$ cat src/rtl/zeroriscy_defines.sv
// zeroriscy_defines: LSU FSM states and data-type codes shared by the LSU files.
// ZERORISCY_LSU_MISALIGNED_EN adds the states for split misaligned accesses.
package zeroriscy_defines;

   localparam logic [1:0] DT_WORD = 2'b00;
   localparam logic [1:0] DT_HALF = 2'b01;
   localparam logic [1:0] DT_BYTE = 2'b10;

   typedef enum logic [2:0] {
      IDLE,
      WAIT_GNT,
      WAIT_RVALID
`ifdef ZERORISCY_LSU_MISALIGNED_EN
      ,
      WAIT_GNT_MIS,
      WAIT_RVALID_MIS
`endif
   } lsu_state_e;

endpackage

$ cat src/rtl/zeroriscy_lsu_align.sv
// zeroriscy_lsu_align: byte enables, store-data rotation and load extraction.
// Type code 2'b11 is handled like a word.
module zeroriscy_lsu_align
   import zeroriscy_defines::*;
(
   input  logic [1:0]  off,
   input  logic [1:0]  data_type,
   input  logic        sign_ext,
   input  logic        second,
   input  logic [31:0] wdata,
   input  logic [31:0] rdata_hi,
   input  logic [31:0] rdata_lo,
   output logic [3:0]  be,
   output logic [31:0] wdata_rot,
   output logic [31:0] rdata_ext
);

   logic [3:0]  mask;
   logic [4:0]  sh;
   logic [31:0] rd;

   always_comb begin
      sh        = {off, 3'b000};
      mask      = data_type == DT_BYTE ? 4'b0001 : data_type == DT_HALF ? 4'b0011 : 4'b1111;
      be        = second ? (data_type == DT_HALF ? 4'b0001 : 4'b1111 >> (3'd4 - {1'b0, off})) : mask << off;
      wdata_rot = (wdata << sh) | (wdata >> (6'd32 - {1'b0, sh}));
      rd        = 32'({rdata_hi, rdata_lo} >> sh);
      rdata_ext = data_type == DT_BYTE ? {{24{sign_ext & rd[7]}}, rd[7:0]} :
                  data_type == DT_HALF ? {{16{sign_ext & rd[15]}}, rd[15:0]} : rd;
   end

endmodule

$ cat src/rtl/zeroriscy_lsu_ctrl.sv
// zeroriscy_lsu_ctrl: load/store unit bus controller, one outstanding transaction.
// ZERORISCY_LSU_MISALIGNED_EN splits misaligned accesses into two bus transfers.
module zeroriscy_lsu_ctrl
   import zeroriscy_defines::*;
(
   input  logic        clk,
   input  logic        rst_n,
   input  logic        data_req_ex_i,
   input  logic        data_we_ex_i,
   input  logic [1:0]  data_type_ex_i,
   input  logic        data_sign_ext_ex_i,
   input  logic [31:0] adder_result_ex_i,
   input  logic [31:0] data_wdata_ex_i,
   output logic        data_req_o,
   input  logic        data_gnt_i,
   input  logic        data_rvalid_i,
   input  logic        data_err_i,
   output logic [31:0] data_addr_o,
   output logic        data_we_o,
   output logic [3:0]  data_be_o,
   output logic [31:0] data_wdata_o,
   input  logic [31:0] data_rdata_i,
   output logic [31:0] data_rdata_ex_o,
   output logic        data_valid_o,
   output logic        lsu_ready_ex_o,
   output logic        busy_o,
   output logic        load_err_o,
   output logic        store_err_o,
   output logic        misaligned_err_o
);

   lsu_state_e  state;
   logic [29:0] addr_q;
   logic [1:0]  off_q, type_q;
   logic        sign_q, we_q;
   logic [31:0] wdata_q;
   logic        idle, mis, second, wait_rv, split, done;
   logic [1:0]  off, dtype;
   logic [31:0] wdata, rdata_lo;

   assign idle  = state == IDLE;
   assign off   = idle ? adder_result_ex_i[1:0] : off_q;
   assign dtype = idle ? data_type_ex_i : type_q;
   assign wdata = idle ? data_wdata_ex_i : wdata_q;
   assign mis   = dtype == DT_HALF ? off == 2'd3 : dtype == DT_BYTE ? 1'b0 : off != 2'd0;

`ifdef ZERORISCY_LSU_MISALIGNED_EN
   logic        mis_q;
   logic [31:0] rdata_q;

   assign second           = state inside {WAIT_GNT_MIS, WAIT_RVALID_MIS};
   assign rdata_lo         = second ? rdata_q : data_rdata_i;
   assign wait_rv          = state inside {WAIT_RVALID, WAIT_RVALID_MIS};
   assign split            = state == WAIT_RVALID && mis_q && !data_err_i;
   assign misaligned_err_o = 1'b0;
   assign data_req_o       = idle ? data_req_ex_i : state inside {WAIT_GNT, WAIT_GNT_MIS};
`else
   assign second           = 1'b0;
   assign rdata_lo         = data_rdata_i;
   assign wait_rv          = state == WAIT_RVALID;
   assign split            = 1'b0;
   assign misaligned_err_o = idle && data_req_ex_i && mis;
   assign data_req_o       = idle ? data_req_ex_i && !mis : state == WAIT_GNT;
`endif

   // split marks a clean first half: the access carries on, so nothing completes
   assign done           = wait_rv && data_rvalid_i && !split;
   assign data_valid_o   = done && !data_err_i;
   assign load_err_o     = done && data_err_i && !we_q;
   assign store_err_o    = done && data_err_i && we_q;
   assign lsu_ready_ex_o = done || misaligned_err_o || (idle && !data_req_ex_i);
   assign busy_o         = !idle;
   assign data_addr_o    = {idle ? adder_result_ex_i[31:2] : addr_q + {29'b0, second}, 2'b00};
   assign data_we_o      = idle ? data_we_ex_i : we_q;

   zeroriscy_lsu_align u_align (
      .off       (off),
      .data_type (dtype),
      .sign_ext  (sign_q),
      .second    (second),
      .wdata     (wdata),
      .rdata_hi  (data_rdata_i),
      .rdata_lo  (rdata_lo),
      .be        (data_be_o),
      .wdata_rot (data_wdata_o),
      .rdata_ext (data_rdata_ex_o)
   );

   always_ff @(posedge clk or negedge rst_n) begin
      if (!rst_n) begin
         state   <= IDLE;
         addr_q  <= '0;
         off_q   <= '0;
         type_q  <= DT_WORD;
         sign_q  <= 1'b0;
         we_q    <= 1'b0;
         wdata_q <= '0;
`ifdef ZERORISCY_LSU_MISALIGNED_EN
         mis_q   <= 1'b0;
         rdata_q <= '0;
`endif
      end else begin
         case (state)
            IDLE: if (data_req_o) begin
               addr_q  <= adder_result_ex_i[31:2];
               off_q   <= adder_result_ex_i[1:0];
               type_q  <= data_type_ex_i;
               sign_q  <= data_sign_ext_ex_i;
               we_q    <= data_we_ex_i;
               wdata_q <= data_wdata_ex_i;
`ifdef ZERORISCY_LSU_MISALIGNED_EN
               mis_q   <= mis;
`endif
               state   <= data_gnt_i ? WAIT_RVALID : WAIT_GNT;
            end
            WAIT_GNT: if (data_gnt_i) state <= WAIT_RVALID;
`ifdef ZERORISCY_LSU_MISALIGNED_EN
            WAIT_RVALID: if (data_rvalid_i) begin
               state <= split ? WAIT_GNT_MIS : IDLE;
               if (split) rdata_q <= data_rdata_i;
            end
            WAIT_GNT_MIS: if (data_gnt_i) state <= WAIT_RVALID_MIS;
            WAIT_RVALID_MIS: if (data_rvalid_i) state <= IDLE;
`else
            WAIT_RVALID: if (data_rvalid_i) state <= IDLE;
`endif
            default: state <= IDLE;
         endcase
      end
   end

endmodule

$ cat config.mk
export PLATFORM = sky130hd
export DESIGN_NAME = zeroriscy_lsu_ctrl
export DESIGN_NICKNAME = d
export VERILOG_FILES = /design/src/rtl/zeroriscy_defines.sv /design/src/rtl/zeroriscy_lsu_align.sv /design/src/rtl/zeroriscy_lsu_ctrl.sv
export SDC_FILE = /design/constraint.sdc
export NUM_CORES = 1
export LEC_CHECK = 0
export ABC_AREA = 1
export CORE_MARGIN = 4
export CORE_UTILIZATION = 40
export CTS_CLUSTER_SIZE = 8
export DETAILED_ROUTE_END_ITERATION = 10
export PLACE_DENSITY = 0.73
export SETUP_SLACK_MARGIN = 0.1
export SYNTH_ARGS = -nofsm -noshare
export SYNTH_HDL_FRONTEND = slang
export SYNTH_SLANG_ARGS = --single-unit
export TNS_END_PERCENT = 100
$ cat constraint.sdc
create_clock -name clk -period 8.05 [get_ports clk]
set_input_delay 1.61 -clock clk [delete_from_list [all_inputs] [get_ports clk]]
set_output_delay 1.61 -clock clk [all_outputs]
set_load 0.01 [all_outputs]
==> results.md, run 1 <==
- Leakage: between 3 and 4 nW
- Fraction of layout cells with a size suffix above 1: 0.0495
- Core area: about 0.014 mm^2
- Setup bufs post-CTS: 0
- Global-route wire length before repair: 29300 um
- Antenna diodes: 0
- Post-DRT Antenna Nets: 0
- Initial antenna violation count: 0
- Die Ht: roughly 130 um
- Yosys reg bits: 70
- CTS tree: yes
- Clk root buf: clkbuf_16
- Die X: between 100 and 150 um
- Hold_buf cts: 0
- Worst Path Arrival: 4.78 ns
- Min Clock Period, post-route: between 6 and 7 ns
- Drc violations: 0
- I/O pins: between 200 and 250
- Placement-stage cell area: about 0.008 mm^2
- MaxCap Viol Count: 0
- Area grow syn2layout: 40.0%
- Pwr Density: 590 mW/mm^2
- Post-synth cell types: 33
- Synth top area share: 0.305
- Post-synth top area cell: dfrtp_1
- Vias in the first global route: approximately 5700
- Worst endpoint required time: ~6.4 ns
- Port Buf Inserts: roughly 210
- Wire per inst: between 10 and 15 um
- Global route overflow: 0
- Drt initial violations: between 600 and 700
- Register area share after synthesis: 0.305
- Final period util: 0.794
- DR vias: roughly 6700
- Quantity of gates resized following cts: 0
- Total of warnings raised by yosys: 0
- Clock buffer depth: 2
- First-pass detailed-route iteration total: 6
- Via density per instance: roughly 5.3
- Avg Cell Area, Syn: 6.22 um^2
- Slew HR: 0.170
- Row cnt: 43
- Hold Crit Class: flop to flop
- Fmax: about 0.16 GHz
- Worst skew pair latency: roughly 0.33 ns
- Routed wire length: 18700 um
- Design area: roughly 0.008 mm^2
- H-tree depth: 3
- # setup viols final: 0
- WS Path Type: primary input to output pin
- Final hold vios: 0
- Effective utilization at floorplan: 0.411
- Hold slack: around 0.48 ns
- CTS clock-pin slew for the worst setup and hold paths: 0.05 ns
- Largest net degree at the start of global routing: between 90 and 100
- Post-Route Utilization: 0.575
- Worst Tran Pin Value: between 1 and 1.5 ns
- Synth Instances: between 900 and 1000
- Final Max Slew Viols: 0
- GRT Total Usage: 0.219
- Routability Congestion: approximately 0.94
- # clock sinks: 70
- VDD IR max: roughly 0.25 mV
- Commonest cells after routing, fill and taps aside: nand2_1, clkdlybuf4s50_1, nand3_1
- Cts bufs inserted: 9
- CP Max Fanout: 42
- Setup_tns: 0 ns
- Unrepaired setup endpoints after global routing: no
- Die ar.: between 0.015 and 0.02 mm^2
- Clock skew: between 0.008 and 0.009 ns
- # nets final: roughly 1200
- Commonest non-fill, non-tap cell in the layout: nand2_1
- Netlist Area Pre-Place: roughly 0.0057 mm^2
- Status: finished, final reports clean
- Dpl hpwl: between 10000 and 15000 um
- Setup crit end kind: output pin
- Startpoint Class: primary input
- Synth area leaders: dfrtp_1, nand2_1, nand3_1, o21ai_0, inv_1
[worst paths after layout]
kind | from | endpoint | slack [ns] | cells after the start
worst max register to register | state[1] | wdata_q[23] | 4.12 | 7
worst max-delay path | data_type_ex_i[1] | data_req_o | 1.66 | 9
worst min-delay path | wdata_q[7] | wdata_q[7] | 0.48 | 2
worst min register to register | wdata_q[7] | wdata_q[7] | 0.48 | 2
max in group asynchronous | rst_n | wdata_q[7] | 5.95 | 2
min in group asynchronous | rst_n | addr_q[19] | 1.49 | 2
[stage by stage]
| stage | instances | power, mW | setup slack [ns] |
|---|---|---|---|
| after floorplan | 924 | 2.79 | 3.16 |
| after global placement | 1255 | 4.35 | 1.71 |
| after detailed placement | 1255 | 4.38 | 1.63 |
| after CTS | 1271 | 4.75 | 1.62 |
| after global routing | 1271 | 5.16 | 1.29 |
| final | 1271 | 4.74 | 1.66 |
[power by group]
| part | leakage (nW) | internal [mW] | switching [mW] | total (mW) |
|---|---|---|---|---|
| clock network | 0.130 | 0.208 | 0.144 | 0.352 |
| registers | 0.852 | 0.525 | 0.0843 | 0.609 |
| logic | 2.87 | 1.66 | 2.12 | 3.78 |
| total | 3.86 | 2.40 | 2.35 | 4.74 |
[registers in the layout, indices dropped and copies added, names as in the netlist]
signal,flops
addr_q,30
off_q,2
sign_q,1
state,2
type_q,2
wdata_q,32
we_q,1
[critical path, stage by stage]
cell and delay (ns):
clkdlybuf4s50_1 0.48, nand2_1 0.05, o21ai_0 0.13, ha_1 0.25, clkinv_1 0.63, nand3_1 0.44, nand3_4 0.39, o21ai_0 0.21
clkdlybuf4s50_1 0.58
[layer usage]
layer | wire [um] | track usage | vias to the layer above
met5 | 0 | 0 | -
met4 | 225 | 0.0381 | 0
met3 | 2080 | 0.0717 | 17
met2 | 8110 | 0.327 | 332
met1 | 8310 | 0.314 | 2979
li1 | - | - | 3349
[cell usage after synthesis]
| library cell | n |
|---|---|
| a21oi_1 | 23 |
| dfrtp_1 | 70 |
| o21ai_2 | 2 |
| o211ai_1 | 12 |
| buf_4 | 16 |
| nand3b_1 | 1 |
| conb_1 | 1 |
| nor2_2 | 1 |
| o21ai_0 | 124 |
| buf_2 | 23 |
| nand3_1 | 131 |
| nand2_4 | 2 |
| o221ai_1 | 7 |
| inv_1 | 88 |
| nand2_1 | 278 |
| a21oi_2 | 4 |
| nand2_2 | 6 |
| nor2_1 | 44 |
| o21a_2 | 1 |
| nand3b_4 | 1 |
| buf_6 | 5 |
| o22ai_1 | 7 |
| ha_1 | 3 |
| o21ai_1 | 22 |
| nand3_2 | 4 |
| clkinv_1 | 2 |
| nor3_1 | 2 |
| clkbuf_1 | 21 |
| a31oi_1 | 8 |
| inv_2 | 2 |
| nor2_4 | 1 |
| buf_1 | 2 |
| or2_2 | 9 |
[kinds of logic after synthesis]
group	after synthesis	share of synthesized area
other	1	0.000653
AO/OA/AOI/OAI	210	0.201
adder cells (fa/ha/maj)	3	0.00654
flip-flops	70	0.305
buffers and inverters	159	0.126
AND/OR/NAND/NOR	480	0.361
[final cells by class]
| class | instances | area [um^2] |
|---|---|---|
| repair buffers | 218 | 2160 |
| inverters | 92 | 345 |
| multi-input cells | 695 | 3300 |
| clock inverters | 4 | 23.8 |
| fillers | 1392 | 5950 |
| well taps | 180 | 225 |
| flip-flops and latches | 70 | 1750 |
| clock buffers | 12 | 236 |
(Power assumes the default switching activity.)
==> run 2, diff against run 1 <==
- clock period: 8.05 -> 6.5 ns (I/O delays scaled with it)
==> run 2 against run 1 <==
  * Power is 24% higher
  * Clock skew decreased by 0.0019 ns
  * Global-route usage up 0.32 points
  * Sequential power increased by 24%
  * Cell area increased by 0.26%
  * Flip-flop and latch count stayed put
  * Non-clock buffer count grew 2
  * Die area is the same
  * Setup slack worse by 0.55 ns
  * Critical path type unchanged
==> results.md, run 2 (synthesis gave the netlist of run 1 again) <==
- Hold Path End: type_q[0]
- Reg area: 0.00175 mm^2
- Worst Min Path Start: type_q[0]
- CP Max Fanout: 33
- Initial antenna violation count: 0
- WS Path Type: primary input to output pin
- Cts bufs inserted: 9
- Hold depth: 2
- Slew HR: 0.329
- Power share of the combinational group: 0.796
- Routability Congestion: ~0.9
- Min setup slack post-route: about 1.1 ns
- Core area: about 0.014 mm^2
- Pwr Density: ~730 mW/mm^2
- Dpl hpwl: about 14000 um
- Global-route wire length before repair: roughly 29000 um
- Worst endpoint required time: around 5.2 ns
- Vias in the first global route: between 5000 and 6000
- Register with the most flip-flops: wdata_q
- Reg2reg start: state[1]
- Final Max Slew Viols: 0
- Hold_buf cts: 0
- # setup viols final: 0
- Commonest cells after routing, fill and taps aside: nand2_1, clkdlybuf4s50_1, nand3_1
- Part of the power in registers: 0.129
- Hold Crit Class: flop to flop
- Die ar.: 0.0163 mm^2
- Fillers: roughly 1400
- Leakage: approximately 3.9 nW
- Setup bufs post-CTS: 0
- Worst Tran Pin Value: just over 1 ns
- Drc violations: 0
- Final hold vios: 0
- Multi-input gate area: around 0.0033 mm^2
- Largest net degree at the start of global routing: 113
- CTS tree: yes
- Final period util: 0.830
- Row cnt: 43
- VDD IR max: between 0.2 and 0.3 mV
- Met3 usage: 0.0717
- GRT Total Usage: 0.222
- Internal cell power: 2.99 mW
- Worst Path Arrival: roughly 4.1 ns
- Reg2Reg Setup Slack: roughly 2.7 ns
- Clock skew: between 0.006 and 0.007 ns
- Place WS: between 1 and 1.5 ns
- Clk pwr share: 0.076
- Port Buf Inserts: about 210
- Antenna diodes: 0
- Via density per instance: between 5 and 6
- M2 GR Usage: 0.340
- Status: finished, final reports clean
- First-pass detailed-route iteration total: 7
- Clock buffer depth: 2
- DR vias: 6589
- Top flop regs: wdata_q: 32 flops, addr_q: 30 flops
- Fmax: approximately 0.19 GHz
- Fraction of layout cells with a size suffix above 1: 0.0522
- CTS clock-pin slew for the worst setup and hold paths: about 0.060 ns
- Commonest non-fill, non-tap cell in the layout: nand2_1
- # nets final: approximately 1200
- MaxCap Viol Count: 0
- Post-DRT Antenna Nets: 0
- H-tree depth: 3
- Global route overflow: 0
- Most utilized layer in the global route result: met2
- # clock sinks: 70
- Max FFs per register: 32
- Setup_tns: 0 ns
- Min Clock Period, post-route: 5.40 ns
- Clk root buf: clkbuf_16
- Die X: about 130 um
- Drt initial violations: about 670
- Die Ht: ~130 um
- Setup crit end kind: output pin
- Wire per inst: about 15 um
- R2R depth: 12
- Startpoint Class: primary input
- Unrepaired setup endpoints after global routing: no
- RR Endpoint: wdata_q[17]
- Worst skew pair latency: roughly 0.34 ns
- I/O pins: roughly 210
- Met1 usage: 0.308
- Routed wire length: 18600 um
- Switching part of the total: 0.492
- Area grow syn2layout: 40.4%
- Effective utilization at floorplan: 0.411
- P_sw: around 2.9 mW
- Quantity of gates resized following cts: 0
-- run 2: cell count changes in the layout (fill, tap and decap cells not counted), sizes merged --
cell    before  now
clkbuf      12   11
buf          8   10
-- run 2: metrics by stage --
| step | hold slack [ns] | cells | area, um^2 | power, mW | util |
|---|---|---|---|---|---|
| 3_5_place_dp | 0.468 | 1257 | 7800 | 5.43 | 0.557 |
| 6_report | 0.478 | 1272 | 8060 | 5.87 | 0.576 |
| 4_1_cts | 0.482 | 1272 | 8060 | 5.90 | 0.576 |
| 5_1_grt | 0.498 | 1272 | 8060 | 6.40 | 0.576 |
| 2_1_floorplan | 0.448 | 924 | 5750 | 3.45 | - |
| 3_3_place_gp | 0.463 | 1257 | 7800 | 5.39 | 0.557 |
-- run 2: routing by layer --
layer,vias up,share of wire
li1,3354,-
met2,286,0.45
met5,-,0
met4,0,0.0095
met1,2933,0.44
met3,16,0.10
-- run 2: worst max-delay path, stage by stage --
cell             delay (ns)
clkdlybuf4s50_1        0.49
inv_1                  0.09
nand2_4                0.29
nand2_2                0.10
ha_1                   0.31
nor2_1                 0.12
buf_4                  0.22
nor2_4                 0.10
inv_1                  0.27
nand3_1                0.12
o211ai_1               0.12
clkdlybuf4s50_1        0.56
-- run 2: final cells by class --
cell class	count	share of cell area
sequential	70	0.217
timing repair buffer	220	0.270
clock inverter	4	0.00295
clock buffer	11	0.0301
multi-input combinational	695	0.409
inverter	92	0.0428
tap	180	0.0279
-- run 2: worst max path at each step --
stage | cells past startpoint | endpoint | startpoint | slack (ns)
6_report | 12 | data_wdata_o[31] | adder_result_ex_i[0] | 1.10
4_1_cts | 11 | data_rdata_ex_o[28] | state[1] | 1.10
3_3_place_gp | 12 | data_wdata_o[31] | adder_result_ex_i[0] | 1.17
2_1_floorplan | 10 | data_wdata_o[7] | adder_result_ex_i[0] | 2.23
5_1_grt | 11 | data_rdata_ex_o[30] | state[1] | 0.71
3_5_place_dp | 11 | data_rdata_ex_o[28] | adder_result_ex_i[0] | 1.11
-- run 2: power groups by stage --
stage               clock (mW)  sequential (mW)  combinational (mW)
floorplan                    0            0.732                2.72
global placement             0            0.752                4.64
detailed placement           0            0.758                4.67
CTS                      0.459            0.756                4.68
global route             0.481            0.782                5.14
finish                   0.445            0.756                4.67
